### src/rtl/hs_cdc_pkg.sv
// ---------------------------------------------------------------------------
// hs_cdc_pkg
//   Shared definitions for the 4-phase req/ack clock-domain-crossing handshake.
//   Holds the receiver FSM state encoding and the default build parameters
//   used by both ends of the link.
// ---------------------------------------------------------------------------
package hs_cdc_pkg;

  // Receiver FSM states, 2-bit encoding.
  typedef enum logic [1:0] {
    SETTLE = 2'd0,
    IDLE   = 2'd1,
    VALID  = 2'd2,
    ACK    = 2'd3
  } hs_state_e;

  // Default synchroniser depth (legal values are >= 2).
  localparam int HS_SYNC_STAGES_DEF = 2;

  // Default ack-phase watchdog limit in receiver clock cycles.
  localparam int HS_TIMEOUT_DEF = 1024;

endpackage : hs_cdc_pkg

### src/rtl/level_synchronizer.sv
// ---------------------------------------------------------------------------
// level_synchronizer
//   Multi-flop synchroniser for slowly changing level signals (req / ack of
//   the 4-phase handshake). Every stage is cleared by the asynchronous
//   active-low reset, so the output reads 0 until the input level has
//   propagated through all STAGES flops.
//
// Parameters
//   WIDTH   number of independent level bits
//   STAGES  flops in the chain (>= 2)
//
// Ports
//   clk    in  1      destination-domain clock
//   rst_n  in  1      asynchronous reset, active low
//   d      in  WIDTH  asynchronous level input
//   q      out WIDTH  synchronised level (last stage of the chain)
// ---------------------------------------------------------------------------
module level_synchronizer #(
  parameter int WIDTH  = 1,
  parameter int STAGES = 2
) (
  input  logic             clk,
  input  logic             rst_n,
  input  logic [WIDTH-1:0] d,
  output logic [WIDTH-1:0] q
);

  logic [WIDTH-1:0] sync_r [STAGES];

  // Shift the input level through the synchroniser chain.
  always_ff @(posedge clk or negedge rst_n) begin
    if (!rst_n) begin
      for (int i = 0; i < STAGES; i++) begin
        sync_r[i] <= {WIDTH{1'b0}};
      end
    end else begin
      sync_r[0] <= d;
      for (int i = 1; i < STAGES; i++) begin
        sync_r[i] <= sync_r[i-1];
      end
    end
  end

  assign q = sync_r[STAGES-1];

endmodule : level_synchronizer

### src/rtl/sync_ack_responder.sv
// ---------------------------------------------------------------------------
// sync_ack_responder
//   Clock-B endpoint of the 4-phase req/ack level handshake. The incoming req
//   level is synchronised, the A-side data word is captured once req is seen
//   and handed to the local consumer as a vld/rdy beat. The ack level goes
//   back to domain A only after the consumer has accepted the beat, and is
//   withdrawn once req has been seen low again.
//
// Build option
//   HS_RX_TIMEOUT_EN  when defined, a watchdog flags (sticky b_err_out) an
//                     ack phase where req stays high for TIMEOUT_CYC cycles.
//                     When undefined b_err_out is tied low.
//
// Ports
//   clk_b         in   1       clock, domain B
//   b_reset_n_in  in   1       asynchronous reset, active low
//   a_req_in      in   1       req level from domain A (asynchronous)
//   a_data_in     in   DATA_W  A-side data, stable while a_req_in is high
//   b_ack_out     out  1       ack level to domain A (registered)
//   b_vld_out     out  1       beat valid to consumer (registered)
//   b_data_out    out  DATA_W  beat data, held while b_vld_out is high
//   b_rdy_in      in   1       consumer ready
//   b_busy_out    out  1       high in every state except IDLE (registered)
//   b_err_out     out  1       sticky ack-phase timeout flag
// ---------------------------------------------------------------------------
module sync_ack_responder
  import hs_cdc_pkg::*;
#(
  parameter int DATA_W      = 8,
  parameter int SYNC_STAGES = HS_SYNC_STAGES_DEF,
  parameter int TIMEOUT_CYC = HS_TIMEOUT_DEF
) (
  input  logic              clk_b,
  input  logic              b_reset_n_in,
  input  logic              a_req_in,
  input  logic [DATA_W-1:0] a_data_in,
  output logic              b_ack_out,
  output logic              b_vld_out,
  output logic [DATA_W-1:0] b_data_out,
  input  logic              b_rdy_in,
  output logic              b_busy_out,
  output logic              b_err_out
);

  // SETTLE waits until the synchroniser chain has been refilled after reset,
  // so that a req held high across reset is seen before deciding whether the
  // pending transfer must be acknowledged without delivering a beat.
  localparam int               SET_W    = $clog2(SYNC_STAGES + 1);
  localparam logic [SET_W-1:0] SET_LAST = SET_W'(SYNC_STAGES);

  logic              req_s;
  hs_state_e         state_r;
  hs_state_e         state_nxt_s;
  logic [SET_W-1:0]  settle_cnt_r;
  logic              settle_done_s;
  logic              vld_r;
  logic              ack_r;
  logic              busy_r;
  logic [DATA_W-1:0] data_r;
  logic              vld_nxt_s;
  logic              ack_nxt_s;
  logic              load_s;

  level_synchronizer #(
    .WIDTH  (1),
    .STAGES (SYNC_STAGES)
  ) u_req_sync (
    .clk   (clk_b),
    .rst_n (b_reset_n_in),
    .d     (a_req_in),
    .q     (req_s)
  );

  assign settle_done_s = (settle_cnt_r == SET_LAST);

  // Count post-reset cycles spent in SETTLE until the req chain is valid.
  always_ff @(posedge clk_b or negedge b_reset_n_in) begin
    if (!b_reset_n_in) begin
      settle_cnt_r <= {SET_W{1'b0}};
    end else if ((state_r == SETTLE) && !settle_done_s) begin
      settle_cnt_r <= settle_cnt_r + SET_W'(1'b1);
    end else begin
      settle_cnt_r <= settle_cnt_r;
    end
  end

  // FSM state register.
  always_ff @(posedge clk_b or negedge b_reset_n_in) begin
    if (!b_reset_n_in) begin
      state_r <= SETTLE;
    end else begin
      state_r <= state_nxt_s;
    end
  end

  // FSM next-state logic.
  always_comb begin
    state_nxt_s = state_r;
    case (state_r)
      SETTLE: begin
        if (settle_done_s) begin
          // A transfer left over from reset is acknowledged but not delivered.
          state_nxt_s = req_s ? ACK : IDLE;
        end else begin
          state_nxt_s = SETTLE;
        end
      end
      IDLE: begin
        if (req_s) begin
          state_nxt_s = VALID;
        end else begin
          state_nxt_s = IDLE;
        end
      end
      VALID: begin
        if (vld_r && b_rdy_in) begin
          state_nxt_s = ACK;
        end else begin
          state_nxt_s = VALID;
        end
      end
      ACK: begin
        if (!req_s) begin
          state_nxt_s = IDLE;
        end else begin
          state_nxt_s = ACK;
        end
      end
      default: begin
        state_nxt_s = SETTLE;
      end
    endcase
  end

  // FSM output decode: next values of the registered outputs.
  always_comb begin
    vld_nxt_s = 1'b0;
    ack_nxt_s = 1'b0;
    case (state_nxt_s)
      VALID:   vld_nxt_s = 1'b1;
      ACK:     ack_nxt_s = 1'b1;
      default: begin
        vld_nxt_s = 1'b0;
        ack_nxt_s = 1'b0;
      end
    endcase
    // a_data_in is only sampled on the IDLE->VALID edge; req has been stable
    // for at least SYNC_STAGES edges by then, so the word is settled.
    if ((state_r == IDLE) && (state_nxt_s == VALID)) begin
      load_s = 1'b1;
    end else begin
      load_s = 1'b0;
    end
  end

  // Registered handshake outputs and captured data word.
  always_ff @(posedge clk_b or negedge b_reset_n_in) begin
    if (!b_reset_n_in) begin
      vld_r  <= 1'b0;
      ack_r  <= 1'b0;
      busy_r <= 1'b0;
      data_r <= {DATA_W{1'b0}};
    end else begin
      vld_r  <= vld_nxt_s;
      ack_r  <= ack_nxt_s;
      busy_r <= (state_nxt_s != IDLE);
      if (load_s) begin
        data_r <= a_data_in;
      end else begin
        data_r <= data_r;
      end
    end
  end

`ifdef HS_RX_TIMEOUT_EN
  localparam int               CNT_W     = $clog2(TIMEOUT_CYC + 1);
  localparam logic [CNT_W-1:0] CNT_LIMIT = CNT_W'(TIMEOUT_CYC);

  logic [CNT_W-1:0] wd_cnt_r;
  logic             err_r;

  // Ack-phase watchdog: restart on ACK entry, saturate at the limit.
  always_ff @(posedge clk_b or negedge b_reset_n_in) begin
    if (!b_reset_n_in) begin
      wd_cnt_r <= {CNT_W{1'b0}};
    end else if ((state_nxt_s == ACK) && (state_r != ACK)) begin
      wd_cnt_r <= {CNT_W{1'b0}};
    end else if ((state_r == ACK) && (wd_cnt_r != CNT_LIMIT)) begin
      wd_cnt_r <= wd_cnt_r + CNT_W'(1'b1);
    end else begin
      wd_cnt_r <= wd_cnt_r;
    end
  end

  // Sticky timeout flag; purely informational, the handshake is unaffected.
  always_ff @(posedge clk_b or negedge b_reset_n_in) begin
    if (!b_reset_n_in) begin
      err_r <= 1'b0;
    end else if ((state_r == ACK) && req_s && (wd_cnt_r == CNT_LIMIT)) begin
      err_r <= 1'b1;
    end else begin
      err_r <= err_r;
    end
  end

  assign b_err_out = err_r;
`else
  // Watchdog not built; the limit parameter is intentionally unused here.
  logic unused_timeout_s;
  assign unused_timeout_s = (TIMEOUT_CYC > 0);
  assign b_err_out        = 1'b0;
`endif

  assign b_ack_out  = ack_r;
  assign b_vld_out  = vld_r;
  assign b_data_out = data_r;
  assign b_busy_out = busy_r;

endmodule : sync_ack_responder

### config.mk
export PLATFORM = sky130hd
export DESIGN_NAME = sync_ack_responder
export DESIGN_NICKNAME = d
export VERILOG_FILES = /design/src/rtl/hs_cdc_pkg.sv /design/src/rtl/level_synchronizer.sv /design/src/rtl/sync_ack_responder.sv
export SDC_FILE = /design/constraint.sdc
export NUM_CORES = 1
export LEC_CHECK = 0
export ABC_AREA = 1
export CAP_MARGIN = 20
export CORE_MARGIN = 1
export CORE_UTILIZATION = 45
export DETAILED_ROUTE_END_ITERATION = 8
export PLACE_DENSITY_LB_ADDON = 0.12
export SYNTH_ARGS = -nofsm -noshare
export SYNTH_HDL_FRONTEND = slang
export SYNTH_HIERARCHICAL = 1
export SYNTH_SLANG_ARGS = --single-unit
export TNS_END_PERCENT = 30
### constraint.sdc
create_clock -name clk_b -period 2 [get_ports clk_b]
set_input_delay 0.2 -clock clk_b [delete_from_list [all_inputs] [get_ports clk_b]]
set_output_delay 0.2 -clock clk_b [all_outputs]
set_load 0.05 [all_outputs]
## Word level (Yosys, flattened, before mapping)

Index checks and enable logic that the tools add are counted.

| word-level totals | value |
|---|---|
| bits in registers | 17 |

| cells by class | value |
|---|---|
| add/sub/neg operators | 1 |
| reduce and logical (&&, ||, !) cells | 5 |
| mux-type cells | 8 |
| equal/unequal tests | 7 |

Operators by type and width:

| kind | number |
|---|---|
| $eq 2x2->1 const B | 5 |
| $pmux 2 s4 | 1 |
| $mux 2 | 3 |
| $mux 1 | 4 |
| $logic_and 1x1->1 | 3 |
| $add 2x1->2 const B | 1 |
| $eq 2x1->1 const B | 1 |
| $logic_not 2->1 | 1 |
| $ne 2x1->1 const B | 1 |
| $logic_not 1->1 | 1 |

## Longest topological paths before layout

| logic depth | value |
|---|---|
| depth after elaboration | 6 |
| mapped depth | 6 |
| mapped depth without buffers | 6 |

## Modules after synthesis

Netlist, hierarchy kept.

Modules (own cells, without submodules):

| module | cells an instance | sequential area each (µm²) | times used | area each (µm²) |
|---|---|---|---|---|
| sync_ack_responder | 68 | 375.4 | 1 | 660.6 |
| level_synchronizer | 2 | 50.0 | 1 | 50.0 |

## Worst setup path before layout

Ideal clock, no wire load.

| timing | value |
|---|---|
| kind | register to register |
| from | register vld_r, in the netlist b_vld_out |
| to | register busy_r, in the netlist b_busy_out |
| clock period less this slack | 1.059 ns |
| stages on the path, launching flop included | 6 |
| data required time | 1.881 ns |
| slack | 0.941 ns |
| data arrival time | 0.940 ns |
| path through | dfrtp_1 -> nand2_1 -> nand2_1 -> nand2_1 -> nand2_1 -> nand2_1 |

| between the ends | value |
|---|---|
| cells in the longest elaborated chain, start to end | 4 |

RTL lines:

| element | RTL line | source |
|---|---|---|
| start, declared | sync_ack_responder.sv:56 | `logic vld_r;` |
| start signal, assigned | sync_ack_responder.sv:164 | `vld_r <= vld_nxt_s;` |
| $logic_and 1x1->1 | sync_ack_responder.sv:116 | `if (vld_r && b_rdy_in) begin` |
| $mux 1 | sync_ack_responder.sv:116 |  |
| $pmux 2 s4 | sync_ack_responder.sv:99 | `case (state_r)` |
| via state_nxt_s[0] | sync_ack_responder.sv:53 | `hs_state_e state_nxt_s;` |
| $ne 2x1->1 | sync_ack_responder.sv:166 | `busy_r <= (state_nxt_s != IDLE);` |
| end signal, assigned | sync_ack_responder.sv:166 |  |
| end, declared | sync_ack_responder.sv:58 | `logic busy_r;` |

The timed path passes the listed nets, and every way through them passes these cells.
A chain may end at the register's enable or synchronous reset.

## Worst setup path after layout

| timing | value |
|---|---|
| from | register data_r[6], in the netlist b_data_out[6] |
| to | output b_data_out[6] |

RTL lines:

| element | RTL line | source |
|---|---|---|
| start, declared | sync_ack_responder.sv:59 | `logic [DATA_W-1:0] data_r;` |
| start signal, assigned | sync_ack_responder.sv:162 | `data_r <= {DATA_W{1'b0}};` |
| start signal, assigned | sync_ack_responder.sv:168 | `data_r <= a_data_in;` |
| start signal, assigned | sync_ack_responder.sv:170 | `data_r <= data_r;` |
| end, declared | sync_ack_responder.sv:39 | `output logic [DATA_W-1:0] b_data_out,` |

No word-level cell between the ends.

==> impl_metrics.env <==
export IMPL_maxSlewHeadroom_pct=66.66
export IMPL_number_of_buffers_created_by_cts=3
export IMPL_combPwrFrac_pct=55.9
export IMPL_postRouteAntennaNets=0
export IMPL_totalWireLength_mm=1.127
export IMPL_n_antenna_cell=0
export IMPL_worst_ep_required_time_ps=1800
export IMPL_post_route_cells_drive_above_1_share_pct=15.79
export IMPL_drt_vias_per_instance=4.555
export IMPL_instance_area_at_placement_sq_um=938.4
export IMPL_report_power_total_w=0.001688
export IMPL_worst_setup_path_type="flop to output port"
export IMPL_clock_sink_count=17
export IMPL_hold_class="primary input to async pin"
export IMPL_gp_congestion=0.7180
export IMPL_pin_count_of_the_biggest_net_entering_global_routing=18
export IMPL_synth_area_top_cells="dfrtp_1, nand2_1, o21ai_2"
export IMPL_multiInputGateArea_sq_um=214.0
export IMPL_initial_core_util_pct=51.40
export IMPL_synthesis_stage_register_bit_count=17
export IMPL_max_incr_delay_on_cp_ps=810
export IMPL_finalNonFillerCells=110
export IMPL_global_route_wire_length_before_repair_mm=1.980
export IMPL_cts_repair_resized=0
export IMPL_grt_antenna_before_repair=0
export IMPL_timing_critical_path_to_type="output port"
export IMPL_outcome="complete, no violations"
export IMPL_worst_ir_drop_vdd_uv=1057
export IMPL_gr_total_overflow=0
export IMPL_area_of_the_core_sq_um=1383
export IMPL_die_area_sq_um=1742
export IMPL_wire_per_inst_um=10.25
export IMPL_p_seq_share_pct=33.6
export IMPL_cp_start_kind="flop"
export IMPL_grt_setup_unrepaired="false"
export IMPL_die_w_um=41.74
export IMPL_post_cts_setup_buffers=0
export IMPL_p_switching_w=0.0008037
export IMPL_hpwlAfterDp_um=845.8
export IMPL_area_share_of_the_leading_cell_type_in_the_synthesized_netlist_pct=59.86
export IMPL_firstDrtPassIters=4
export IMPL_worst_clock_skew_ps=0.9133
export IMPL_cts_root_buf="clkbuf_4"
export IMPL_sw_frac_of_total_pct=47.61
export IMPL_period_share_pct=82.55
export IMPL_dr_total_vias=501
export IMPL_synth_cell_area_sq_um=710.7
export IMPL_crit_slowest_cell="clkdlybuf4s50_1"
export IMPL_htree_num_levels=1
export IMPL_internal_power_w=0.0008844
export IMPL_ctsHoldBuffers=0
export IMPL_cp_delay_by_family_top="buffers and inverters"
export IMPL_critical_path_cell_chain="clkdlybuf4s50_1"
export IMPL_cts_reportedPaths_clkPinSlew_ps=90
export IMPL_final_hold_viol_count=0
export IMPL_power_clock_fraction_pct=10.6
export IMPL_drt_iter0_markers=7
export IMPL_final_core_utilization_pct=69.77
export IMPL_port_buffers=22
export IMPL_leakagePower_nw=0.4846
export IMPL_postSynthCellCount=70
export IMPL_drc_errors=0
export IMPL_slew_worst_pin_ps=498.5
export IMPL_die_height_um=41.74
export IMPL_stdcell_area_sq_um=964.7
export IMPL_synth_yosys_warnings=6
export IMPL_slew_violations=0
export IMPL_dpl_cell_count=106
export IMPL_post_synthesis_sequential_area_ratio_pct=59.86
export IMPL_path_max_fanout=2
export IMPL_syn2layout_area_growth_pct=35.74
export IMPL_num_rows=13
export IMPL_ports=24
export IMPL_post_synth_num_cell_types=14
export IMPL_tritoncts="yes"
export IMPL_timing_max_cap_violations=0
export IMPL_vias_in_the_first_global_route=474
export IMPL_register_area_sq_um=425.4
export IMPL_synth_area_per_cell_sq_um=10.15
export IMPL_setup_tns_ps=0
export IMPL_critical_path_arrival_ps=1450
export IMPL_cp_buffers_inverters=1
export IMPL_clockBufferDepth=2
export IMPL_fill_cells=110
export IMPL_synth_net_count=83
export IMPL_clk_latency_ps=280
export IMPL_timing_final_crit_period_ps=1651
export IMPL_global_routing_usage_summed_across_all_routing_layers_pct=15.26
export IMPL_largest_area_contributor_in_the_netlist="dfrtp_1"
export IMPL_clock_fmax_mhz=605.7
export IMPL_power_density_nw_per_um2=1750
export IMPL_final_net_count=109
export IMPL_report_final_setup_viol=0
Yosys cell counts:
library cell and number:
dfrtp_1 17, inv_1 14, nand2_1 19, xor2_1 1, o21ai_2 8, buf_6 1
a21oi_1 1, o21ai_0 1, buf_4 1, conb_1 1, nand2_2 2, nand3_4 1
nor2_1 2, ha_1 1
logic make-up (layout without fill, tap and decap cells):
group,count (synthesis),in the layout,share of synthesized area (%)
AOI/OAI and AO/OA,10,10,11.27
xor gates and xnor gates,1,1,1.233
adders and majority gates,1,1,1.760
buffers and inverters,16,41,10.04
DFF,17,17,59.86
other,1,1,0.5277
and+or+nand+nor,24,24,15.32
cell type report:
| cell class | count | area share (%) |
|---|---|---|
| clock buffer | 4 | 2.724 |
| inverter | 14 | 5.447 |
| multi-input combinational | 37 | 22.18 |
| sequential | 17 | 44.10 |
| tap | 15 | 1.946 |
| timing repair buffer | 23 | 23.61 |
routing by layer:
metal	track usage [%]	wire length [um]	up-vias
li1	-	-	259
met1	20.11	487	222
met2	24.06	552	18
met3	3.913	73	2
met4	5.806	12	0
met5	0	0	-
sequential cells by signal (all words and copies together) (netlist names):
signal and flops:
b_busy_out 1, b_vld_out 1, u_req_sync/q 1, b_data_out 8, b_ack_out 1, state_r 2
u_req_sync/sync_r 1, settle_cnt_r 2
layout by cell type, fill, tap and decap left out, types with 2 or more instances in the layout:
master,netlist,layout
clkdlybuf4s50_1,0,22
nand2_1,19,19
dfrtp_1,17,17
inv_1,14,14
o21ai_2,8,8
clkbuf_4,0,3
nor2_1,2,2
nand2_2,2,2
path summary, 6_finish.rpt:
check,from,slack (ps),endpoint,cells past startpoint
setup / recovery,b_data_out[6],350,b_data_out[6],1
hold / removal,b_reset_n_in,240,b_ack_out,2
setup reg to reg,settle_cnt_r[0],900,b_ack_out,6
hold reg to reg,u_req_sync/sync_r[1],370,u_req_sync/q,0
max in group asynchronous,b_reset_n_in,1580,b_data_out[0],2
min in group clk_b,a_req_in,360,u_req_sync/sync_r[1],1
power groups by stage:
| stage | combinational [W] | clock, W | sequential (W) |
|---|---|---|---|
| after floorplan | 0.000302 | 0 | 0.000931 |
| after global placement | 0.000930 | 0 | 0.000563 |
| after detailed placement | 0.000948 | 0 | 0.000576 |
| after CTS | 0.000956 | 0.000181 | 0.000570 |
| after global routing | 0.00100 | 0.000204 | 0.000584 |
| final | 0.000943 | 0.000178 | 0.000566 |
per-stage QoR:
stage	worst slack [ps]	hold slack, ps
detailed placement	667.4	348.4
finish	349.0	242.1
CTS	336.3	252.4
global route	308.4	246.2
floorplan	940.7	-95.59
global placement	673.3	335.3
No activity file was read; power rests on OpenSTA's default activity.
